**src/rtl/cpu_pkg.sv**
```systemverilog
// Shared definitions for the RV32I multi-cycle sequencer: state encoding,
// trap cause codes and instruction constants.
package cpu_pkg;

    typedef enum logic [2:0] {
        ST_IDLE  = 3'd0,
        ST_FETCH = 3'd1,
        ST_WAIT  = 3'd2,
        ST_EXEC  = 3'd3,
        ST_WB    = 3'd4,
        ST_TRAP  = 3'd5
    } state_e;

    localparam logic [1:0] CAUSE_NONE    = 2'b00;
    localparam logic [1:0] CAUSE_ILLEGAL = 2'b01;
    localparam logic [1:0] CAUSE_TIMEOUT = 2'b10;

    localparam logic [6:0]  OP_IMM    = 7'b0010011;
    // addi x0, x0, 0
    localparam logic [31:0] NOP_INSTR = {25'h0, OP_IMM};

    // Compressed/short encodings and the all-zero word are not executable here.
    function automatic logic is_illegal(input logic [31:0] ins);
        return (ins[1:0] != 2'b11) || (ins == 32'h0);
    endfunction

endpackage

```
**src/rtl/cpu_seq.sv**
```systemverilog
// Multi-cycle fetch/execute sequencer: fetches into a held instruction register,
// gates the decoder write enable into one write-back cycle and traps on faults.
module cpu_seq
    import cpu_pkg::*;
#(
    parameter logic [31:0] RESET_PC      = 32'h0000_0000,
    parameter int unsigned FETCH_TIMEOUT = 16,
    parameter int unsigned CNT_W         = 32
) (
    input  logic             clk,
    input  logic             rst,
    input  logic             run,
    output logic             imem_req,
    output logic [31:0]      imem_addr,
    input  logic             imem_rvalid,
    input  logic [31:0]      imem_rdata,
    output logic [31:0]      instr,
    input  logic             dec_rf_we,
    output logic             rf_we,
    output logic [31:0]      pc,
    output logic             busy,
    output logic             trap,
    output logic [1:0]       trap_cause,
    output logic [CNT_W-1:0] instret
);

    localparam int unsigned    TO_W     = $clog2(FETCH_TIMEOUT + 1);
    localparam logic [TO_W-1:0] TO_LIMIT = TO_W'(FETCH_TIMEOUT);

    state_e           state_q, state_d;
    logic [31:0]      pc_q, pc_d;
    logic [31:0]      instr_q, instr_d;
    logic             trap_q, trap_d;
    logic [1:0]       cause_q, cause_d;
    logic [CNT_W-1:0] instret_q, instret_d;
    logic [TO_W-1:0]  tcnt_q, tcnt_d;
    logic [TO_W-1:0]  tcnt_inc;

    assign tcnt_inc = tcnt_q + 1'b1;

    always_comb begin
        state_d   = state_q;
        pc_d      = pc_q;
        instr_d   = instr_q;
        trap_d    = trap_q;
        cause_d   = cause_q;
        instret_d = instret_q;
        tcnt_d    = tcnt_q;
        imem_req  = 1'b0;
        rf_we     = 1'b0;
        case (state_q)
            ST_IDLE: begin
                if (run) state_d = ST_FETCH;
            end
            ST_FETCH: begin
                imem_req = 1'b1;
                tcnt_d   = '0;
                state_d  = ST_WAIT;
            end
            ST_WAIT: begin
                // A response arriving on the limit cycle still counts as in time.
                if (imem_rvalid) begin
                    instr_d = imem_rdata;
                    state_d = ST_EXEC;
                end else begin
                    tcnt_d = tcnt_inc;
                    if (tcnt_inc == TO_LIMIT) begin
                        trap_d  = 1'b1;
                        cause_d = CAUSE_TIMEOUT;
                        state_d = ST_TRAP;
                    end
                end
            end
            ST_EXEC: begin
                if (is_illegal(instr_q)) begin
                    trap_d  = 1'b1;
                    cause_d = CAUSE_ILLEGAL;
                    state_d = ST_TRAP;
                end else begin
                    state_d = ST_WB;
                end
            end
            ST_WB: begin
                rf_we     = dec_rf_we;
                pc_d      = pc_q + 32'd4;
                instret_d = instret_q + CNT_W'(1);
                state_d   = run ? ST_FETCH : ST_IDLE;
            end
            ST_TRAP: ;
            default: state_d = ST_IDLE;
        endcase
    end

    always_ff @(posedge clk) begin
        if (rst) begin
            state_q   <= ST_IDLE;
            pc_q      <= RESET_PC;
            instr_q   <= NOP_INSTR;
            trap_q    <= 1'b0;
            cause_q   <= CAUSE_NONE;
            instret_q <= '0;
            tcnt_q    <= '0;
        end else begin
            state_q   <= state_d;
            pc_q      <= pc_d;
            instr_q   <= instr_d;
            trap_q    <= trap_d;
            cause_q   <= cause_d;
            instret_q <= instret_d;
            tcnt_q    <= tcnt_d;
        end
    end

    assign imem_addr  = pc_q;
    assign pc         = pc_q;
    assign instr      = instr_q;
    assign busy       = (state_q != ST_IDLE) && (state_q != ST_TRAP);
    assign trap       = trap_q;
    assign trap_cause = cause_q;
    assign instret    = instret_q;

endmodule

```
**config.mk**
```make
export PLATFORM = sky130hd
export DESIGN_NAME = cpu_seq
export DESIGN_NICKNAME = d
export VERILOG_FILES = /design/src/rtl/cpu_pkg.sv /design/src/rtl/cpu_seq.sv
export SDC_FILE = /design/constraint.sdc
export NUM_CORES = 1
export LEC_CHECK = 0
export BUFFER_PORTS_ARGS = -buffer_cell sky130_fd_sc_hd__buf_2
export CAP_MARGIN = 20
export CORE_MARGIN = 2
export CORE_UTILIZATION = 45
export DETAILED_ROUTE_END_ITERATION = 8
export HOLD_SLACK_MARGIN = 0.06
export PLACE_DENSITY = 0.87
export SKIP_CTS_REPAIR_TIMING = 1
export SLEW_MARGIN = 30
export SYNTH_ARGS = -nofsm -noshare
export SYNTH_HDL_FRONTEND = slang
export SYNTH_SLANG_ARGS = --single-unit
```
**constraint.sdc**
```tcl
create_clock -name clk -period 2 [get_ports clk]
set_clock_uncertainty 0.15 [all_clocks]
set_input_delay 0.2 -clock clk [delete_from_list [all_inputs] [get_ports clk]]
set_output_delay 0.2 -clock clk [all_outputs]
set_load 0.01 [all_outputs]
```
==> results by group, run 1 <==
Worst setup path
  • Crit. End Element: flip-flop
  • RR Endpoint: instret[26]
  • Worst setup SP type: flip-flop
  • R2R depth: 4
  • CP Data Arrival Time: roughly 2200 ps
  • Critical Path Fanout Max: 7
  • R2R Path Start: instret[3]
  • Required time worst endpoint: about 2200 ps
  • Reg2reg setup slack: -30 ps
  • Critical path class: reg2reg

Yosys
  • Asr flop ratio synth: 0%
  • Ys Warns: 0
  • Post-synthesis sequential area ratio: 43.46%
  • Synth cell types: 38
  • Synth top area share: between 40 and 50%
  • Synthesized area: between 4000 and 5000 µm²
  • Largest area contributor in the synthesized netlist: dfxtp_1
  • EDFF count, synth: 0
  • Top cells by area, synth: dfxtp_1, a21oi_1, nand2_1
  • Post-synth top flop: dfxtp_1
  • Mapped Cells: 582
  • Yosys reg bits: around 110
  • Avg Inst Size Synth: 8.311 µm²

Hold path
  • Hold path depth: 3
  • Hold_sp: run
  • Hold Path Class: in2reg
  • Hold Path End: state_q[0]

Route
  • WL/cell: between 10 and 15 µm
  • WL final: approximately 13 mm
  • Vias per inst: ~5.4
  • Residual DRC: 0
  • Starting DRT DRC Count: ~370
  • Pre-Repair DR Iteration Count: 5
  • Final ANT Viol Nets: 0
  • Vias: roughly 5000

Layout
  • FF/Latch Area: 2150 µm²
  • Layout cell share with drive strength beyond 1: 34.78%
  • Area growth syn-to-layout: 34.64%
  • Area of the multi-input gates: roughly 2400 µm²
  • # nets final: approximately 820
  • Final core occ: 62.80%
  • # fillers: 906

Job
  • Max Cap Viol: 0

Status
  • Failing checks: setup timing
  • Status: complete, but fails checks

GRT
  • Vias in the first global route: 4017
  • Initial antenna violation count: 0
  • GRT Total Usage: 19.46%
  • First-pass GRT wire length: between 15 and 20 mm
  • Total gr overflow: 0
  • Largest net degree at the start of global routing: 48

STA
  • Pins Over Slew Limit: 0
  • Final hold viol count: 0
  • Fmax: roughly 500 MHz
  • Part of the cycle the worst path needs: 101.4%
  • Final Worst Setup Slack: -27.49 ps
  • Final setup fails: 6
  • Worst slew margin: around two thirds
  • RSZ-0062 raised after global routing: yes
  • Tightest Pin Transition: a little over 500 ps
  • Min Tclk post-route: between 2000 and 2500 ps

Clock network
  • H-tree Lvls: 3
  • CTS tree: yes
  • Bufs on Longest Clock Path: 2
  • Clock-pin transition on the worst setup and hold timing paths: around 100 ps
  • CTS root buf: clkbuf_8
  • CTS sink count: 105
  • Num CTS Buffers: 9
  • Latest clock arrival within the worst-skew pair: roughly 360 ps

Die
  • Die Width: 107.7 µm
  • Die ar.: between 10000 and 15000 µm²
  • Io pins: between 150 and 200
  • Core ar.: approximately 10000 µm²
  • Row count: 37
  • Chip Height: 107.7 µm
  • Starting Density: between 40 and 50%

Power
  • Total power: about 3800 µW
  • LEAKAGE: 0.002746 µW
  • Maximum vdd drop: around 0.39 mV
  • Cell Pwr Density: 577.9 nW/µm²

Placement
  • Detail Placement HPWL: about 8.4 mm
  • Port bufs: ~170
  • Routability cong.: around 0.83
==> cells by family after synthesis <==
group,synth area share [%]
multiplexers,1.293
adder cells (fa/ha/maj),0.7761
flip-flops,43.46
AND/OR/NAND/NOR,26.51
other,0.07753
AO/OA/AOI/OAI,15.57
buffers and inverters,9.053
XOR/XNOR,3.259
==> per-layer routing <==
metal	part of all wire [%]	wire length [µm]	vias up	track usage, %
met5	0	0	-	0
met4	1.6	206	0	6.319
met3	6.1	806	19	4.177
met2	51	6695	181	32.35
met1	42	5544	2310	25.11
li1	-	-	2449	-
==> cell type report <==
cell class | count | share of cell area (%)
Antenna cell | 1 | 0.03842
Timing Repair Buffer | 246 | 23.65
Sequential cell | 105 | 33.01
Clock buffer | 11 | 2.344
Clock inverter | 5 | 0.5379
Tap cell | 136 | 2.613
Multi-Input combinational cell | 404 | 37.18
Inverter | 11 | 0.6340
==> power breakdown <==
group / leakage, µW / total (µW) / switching (µW) / internal (µW)
clock: 0.0000914 / 1260 / 730 / 533
sequential: 0.000859 / 2140 / 27.6 / 2110
combinational: 0.00180 / 358 / 194 / 163
total: 0.00275 / 3760 / 953 / 2810
==> registers in the layout, indices dropped and copies added, names as in the netlist <==
| name | cells |
|---|---|
| trap_cause | 2 |
| instr | 32 |
| tcnt_q | 5 |
| trap | 1 |
| instret | 32 |
| imem_addr | 30 |
| state_q | 3 |
==> cells in the final DEF (no fill, tap or decap), types with 17 or more instances in the layout <==
cell type	instances
a21oi_1	74
buf_2	166
buf_4	45
dfxtp_1	87
dlygate4sd3_1	32
nand2_1	86
nand3_1	20
nand4_1	23
nor2_1	23
o21ai_0	17
o31ai_1	26
or4_1	24
==> worst max-delay path, stage by stage (launching register included) <==
cell	delay, ps
dfxtp_4	350
nand4_1	180
or4_4	640
or4_4	510
a21oi_2	140
==> worst max-delay path by stage <==
stage | startpoint | endpoint | slack (ps) | cells after the start
after floorplan | instret[4] | instret[31] | -10 | 6
after global placement | state_q[2] | imem_addr[28] | -60 | 4
after detailed placement | state_q[2] | imem_addr[22] | -110 | 4
after CTS | state_q[2] | imem_addr[28] | -120 | 4
after global routing | instret[3] | instret[22] | -80 | 4
final | instret[3] | instret[26] | -30 | 4
==> metrics by stage <==
| step | setup slack [ps] | cell area [µm²] | TNS [ps] | hold slack (ps) | std cells |
|---|---|---|---|---|---|
| floorplan | -13.80 | 4895 | -27.60 | 174.2 | 585 |
| global placement | -62.64 | 5812 | -319.4 | 262.5 | 858 |
| detailed placement | -109.1 | 5812 | -567.2 | 265.3 | 858 |
| CTS | -121.9 | 6000 | -962.8 | -119.5 | 874 |
| global route | -82.27 | 6510 | -732.6 | 97.15 | 918 |
| finish | -27.49 | 6513 | -112.8 | 91.99 | 919 |
==> cells in the mapped netlist (all sizes together) (5+ instances only) <==
cell,instances
or3,15
nand4,24
inv,11
and3,6
and2,7
or4,28
nand2,86
buf,38
xor2,13
xnor2,5
and4,7
a21oi,80
nand3,21
o31ai,29
clkbuf,29
nor2,23
dfxtp,105
o21ai,17
No activity file was read; power rests on OpenSTA's default activity.
==> inputs of run 2 (changes only) <==
- PLACE_DENSITY: 0.87 -> not set
- PLACE_DENSITY_LB_ADDON: not set -> 0.08
- RECOVER_POWER: not set -> 100
==> results by group, run 2 (synthesized netlist as in run 1, its figures left out) <==
Clock network
  • CTS root buf: clkbuf_8
  • CTS tree: yes
  • H-tree Lvls: 3
  • Num CTS Buffers: 9
  • Clock-pin transition on the worst setup and hold timing paths: between 100 and 150 ps
  • Bufs on Longest Clock Path: 2
  • Latest clock arrival within the worst-skew pair: approximately 380 ps
  • CTS sink count: around 110

STA
  • Pins Over Slew Limit: 0
  • Part of the cycle the worst path needs: 103.8%
  • Hold_ws: between 80 and 90 ps
  • RSZ-0062 raised after global routing: yes
  • Final Worst Setup Slack: -76.34 ps
  • Worst slew margin: around two thirds
  • Min Tclk post-route: slightly above 2000 ps
  • Final setup TNS: -376.3 ps
  • Final hold viol count: 0
  • Final setup fails: 9
  • Fmax: between 400 and 500 MHz
  • Tightest Pin Transition: slightly above 500 ps

Layout
  • Commonest non-fill, non-tap cells in the layout: clkbuf_1, dfxtp_1, nand2_1
  • Layout cell share with drive strength beyond 1: 21.61%
  • Area growth syn-to-layout: 32.13%
  • Final core occ: between 60% and 70%
  • Antenna cells: 0
  • # nets final: ~820
  • Commonest non-fill, non-tap cell in the layout: clkbuf_1

Die
  • Die ar.: between 10000 and 15000 µm²
  • Die Width: 107.7 µm
  • Starting Density: a little under half
  • Chip Height: roughly 110 µm
  • Row count: 37
  • Io pins: around 170
  • Core ar.: 10370 µm²

Route
  • WL final: 12.97 mm
  • Vias: slightly below 5000
  • Residual DRC: 0
  • WL/cell: 14.13 µm
  • Final ANT Viol Nets: 0
  • Vias per inst: 5.361
  • Pre-Repair DR Iteration Count: 4
  • Starting DRT DRC Count: between 200 and 300

GRT
  • GRT Total Usage: between 20% and 30%
  • Total gr overflow: 0
  • First-pass GRT wire length: just under 20 mm
  • Vias in the first global route: ~4300
  • Largest net degree at the start of global routing: 47
  • Initial antenna violation count: 0

Worst setup path
  • Crit. End Element: flip-flop
  • Critical Path Fanout Max: 7
  • Worst setup SP type: flip-flop
  • Critical path class: reg2reg
  • Required time worst endpoint: between 2000 and 2500 ps
  • CP Data Arrival Time: approximately 2200 ps

Placement
  • Port bufs: 166
  • Routability cong.: around 0.83
  • Pre-CTS setup slack: -29.56 ps
  • Detail Placement HPWL: ~8.5 mm

Status
  • Status: complete, but fails checks
  • Failing checks: setup timing

Power
  • Cell Pwr Density: 606.4 nW/µm²
  • Maximum vdd drop: roughly 0.34 mV
  • Total power: slightly below 4000 µW
  • LEAKAGE: between 0.002 and 0.0025 µW

Hold path
  • Hold Path Class: in2reg

Job
  • Max Cap Viol: 0
[run 2: path summary, 6_finish.rpt]
| kind | cells after the start | slack [ps] | start | to |
|---|---|---|---|---|
| max | 4 | -80 | instret[6] | instret[28] |
| min | 4 | 90 | imem_rvalid | tcnt_q[1] |
| max reg2reg | 4 | -80 | instret[6] | instret[28] |
| min reg2reg | 2 | 310 | instr[6] | instr[6] |
[run 2: critical path: stages, from the launching register on]
cell     delay [ps]
dfxtp_4         380
nand4_1         190
or4_4           640
or4_4           540
a21oi_2         120
[run 2: final cells by class]
| cell class | count | area [µm²] |
|---|---|---|
| Multi-Input combinational cell | 405 | 2431 |
| Sequential cell | 105 | 2140 |
| Clock inverter | 6 | 66.31 |
| Fill cell | 1016 | 3979 |
| Timing Repair Buffer | 245 | 1394 |
| Clock buffer | 10 | 148.9 |
| Inverter | 11 | 41.29 |
| Tap cell | 136 | 170.2 |
[run 2: metrics by stage]
step / area, µm² / std cells
floorplan: 4895 / 585
global placement: 5827 / 860
detailed placement: 5827 / 860
CTS: 6042 / 876
global route: 6391 / 918
finish: 6391 / 918
[run 2: where the power goes]
group / switching [µW] / internal [µW]
Sequential: 26.8 / 2120
Combinational: 189 / 157
Clock: 819 / 568
Total: 1030 / 2840
[run 2: layer usage]
layer | global-route usage (%) | up-vias | routed length, µm
met2 | 33.56 | 141 | 6427
met3 | 4.479 | 12 | 717
met5 | 0 | - | 0
met4 | 8.608 | 0 | 135
met1 | 25.90 | 2322 | 5690
li1 | - | 2446 | -
==> inputs of run 3 (changes only) <==
- ABC_AREA: not set -> 1
- CORE_MARGIN: 2 -> 5
- CORE_UTILIZATION: 45 -> 47
- MAX_ROUTING_LAYER: not set -> met4
==> results by group, run 3 <==
Yosys
  • Synth top area share: between 30% and 40%
  • EDFF count, synth: 0
  • Mapped Cells: approximately 850
  • Avg Inst Size Synth: around 6.4 µm²
  • Synth cell types: 33
  • Top cells by count, synth: nand2_1, nor2_1, dfxtp_1
  • Asr flop ratio synth: 0%
  • Top cells by area, synth: dfxtp_1, nand2_1, nor2_1
  • Most common cell in the synthesized netlist: nand2_1
  • Ys Warns: 0
  • Largest area contributor in the synthesized netlist: dfxtp_1
  • Yosys reg bits: 105
  • Post-synth top flop: dfxtp_1
  • Synthesized area: between 5000 and 6000 µm²
  • Post-synthesis sequential area ratio: between 30% and 40%

STA
  • Pins Over Slew Limit: 0
  • Final hold viol count: 0
  • Part of the cycle the worst path needs: 93.32%
  • RSZ-0062 raised after global routing: no
  • Tightest Pin Transition: 560.9 ps
  • Final setup fails: 0
  • Final setup TNS: 0 ps
  • Min Tclk post-route: between 1500 and 2000 ps
  • Worst slew margin: a little over three fifths
  • Hold_ws: 133.1 ps
  • Fmax: between 500 and 600 MHz

Clock network
  • Clock-pin transition on the worst setup and hold timing paths: 70 ps
  • Bufs on Longest Clock Path: 2
  • CTS root buf: clkbuf_16
  • H-tree Lvls: 3
  • CTS tree: yes
  • CTS sink count: around 110
  • Latest clock arrival within the worst-skew pair: approximately 360 ps
  • Num CTS Buffers: 9

Die
  • Die ar.: roughly 14000 µm²
  • Chip Height: 117.7 µm
  • Io pins: 171
  • Row count: 39
  • Die Width: between 100 and 150 µm
  • Starting Density: a little under half
  • Core ar.: ~11000 µm²

Worst setup path
  • Worst setup SP type: flip-flop
  • CP Data Arrival Time: 1520 ps
  • Critical path class: reg2out
  • RR Endpoint: imem_addr[25]
  • Critical Path Fanout Max: 20
  • Crit. End Element: primary output
  • Required time worst endpoint: between 1500 and 2000 ps
  • R2R depth: 8
  • R2R Path Start: imem_addr[3]
  • Reg2reg setup slack: 210 ps

GRT
  • Largest net degree at the start of global routing: 37
  • GRT Total Usage: about a fifth
  • Initial antenna violation count: 0
  • Total gr overflow: 0
  • First-pass GRT wire length: between 20 and 25 mm
  • Vias in the first global route: slightly above 5000

Layout
  • Layout cell share with drive strength beyond 1: under 10%
  • # nets final: ~1100
  • # fillers: approximately 1200
  • Commonest non-fill, non-tap cells in the layout: nand2_1, nor2_1, clkbuf_1
  • Area growth syn-to-layout: 22.58%
  • Antenna cells: 0
  • Commonest non-fill, non-tap cell in the layout: nand2_1
  • Area of the multi-input gates: roughly 2700 µm²
  • FF/Latch Area: 2102 µm²

Power
  • Cell Pwr Density: 682.1 nW/µm²
  • Maximum vdd drop: 0.5084 mV
  • LEAKAGE: ~0.0026 µW
  • Total power: roughly 4600 µW

Route
  • WL/cell: approximately 13 µm
  • WL final: between 10 and 15 mm
  • Pre-Repair DR Iteration Count: 5
  • Vias per inst: 4.859
  • Metal3 WL: 854 µm
  • Vias: ~5700
  • Final ANT Viol Nets: 0
  • Wl on met1: 6.572 mm
  • Starting DRT DRC Count: ~340
  • Met2 wire length: 7.197 mm
  • Residual DRC: 0
  • Uppermost routed layer: met4

Hold path
  • Hold path depth: 5
  • Hold Path End: state_q[0]
  • Hold_sp: run
  • Hold Path Class: in2reg

Placement
  • Port bufs: approximately 170
  • Routability cong.: between 0.8 and 0.9
  • Detail Placement HPWL: ~11 mm

Status
  • Status: completed

Job
  • Max Cap Viol: 0
[run 3: cell count changes after synthesis, moves of 15 or more]
cell	before	now
a21oi_1	80	48
clkbuf_1	29	12
inv_1	11	73
nand2_1	86	222
nand3_1	21	44
nor2_1	23	178
o21ai_0	17	49
o31ai_1	29	0
or3_1	15	0
or4_1	27	0
[run 3: cell type report]
class | instances | area share [%]
Multi-Input combinational cell | 611 | 40.55
Clock inverter | 5 | 0.6928
Inverter | 78 | 4.381
Timing Repair Buffer | 217 | 16.66
Sequential cell | 105 | 31.45
Tap cell | 143 | 2.677
Clock buffer | 10 | 3.576
[run 3: worst max-delay path by stage]
stage | cells after the start | slack [ps] | from | endpoint
floorplan | 8 | 290 | instret[1] | instret[22]
global placement | 8 | 250 | instret[0] | instret[22]
detailed placement | 8 | 210 | instret[1] | instret[22]
CTS | 5 | 130 | state_q[1] | rf_we
global route | 8 | 10 | instret[1] | instret[17]
finish | 5 | 130 | state_q[1] | rf_we
[run 3: logic make-up after synthesis]
kind of cell | Yosys count | share of synthesized area [%]
adders and majority gates | 3 | 0.6886
and+or+nand+nor | 492 | 38.05
xor gates and xnor gates | 4 | 0.6428
DFF | 105 | 38.56
buffers and inverters | 134 | 11.75
other | 1 | 0.06879
AOI/OAI and AO/OA | 108 | 10.24
[run 3: routing by layer]
layer | track usage [%] | vias up
met2 | 34.87 | 142
met4 | 7.527 | 0
met3 | 4.229 | 15
li1 | - | 2992
met1 | 25.65 | 2531
met5 | - | -
[run 3: report_power, final]
group / internal, µW / switching (µW)
clock: 898 / 854
combinational: 212 / 349
sequential: 2190 / 60.6
[run 3: worst max-delay path: stages, from the launching register on]
cell and delay [ps]:
dfxtp_1 350, nor2_2 180, nand2_4 130, buf_4 240
nor2_1 100, clkbuf_1 150
[run 3: through the flow]
stage               util, %  cell area [µm²]  worst slack [ps]  cells
finish                58.53             6683             133.6   1169
global route          58.53             6683             10.84   1169
CTS                   57.25             6538             127.3   1135
detailed placement    54.76             6252             205.6   1120
global placement      54.76             6252             246.5   1120
floorplan                 -             5463             289.8    850
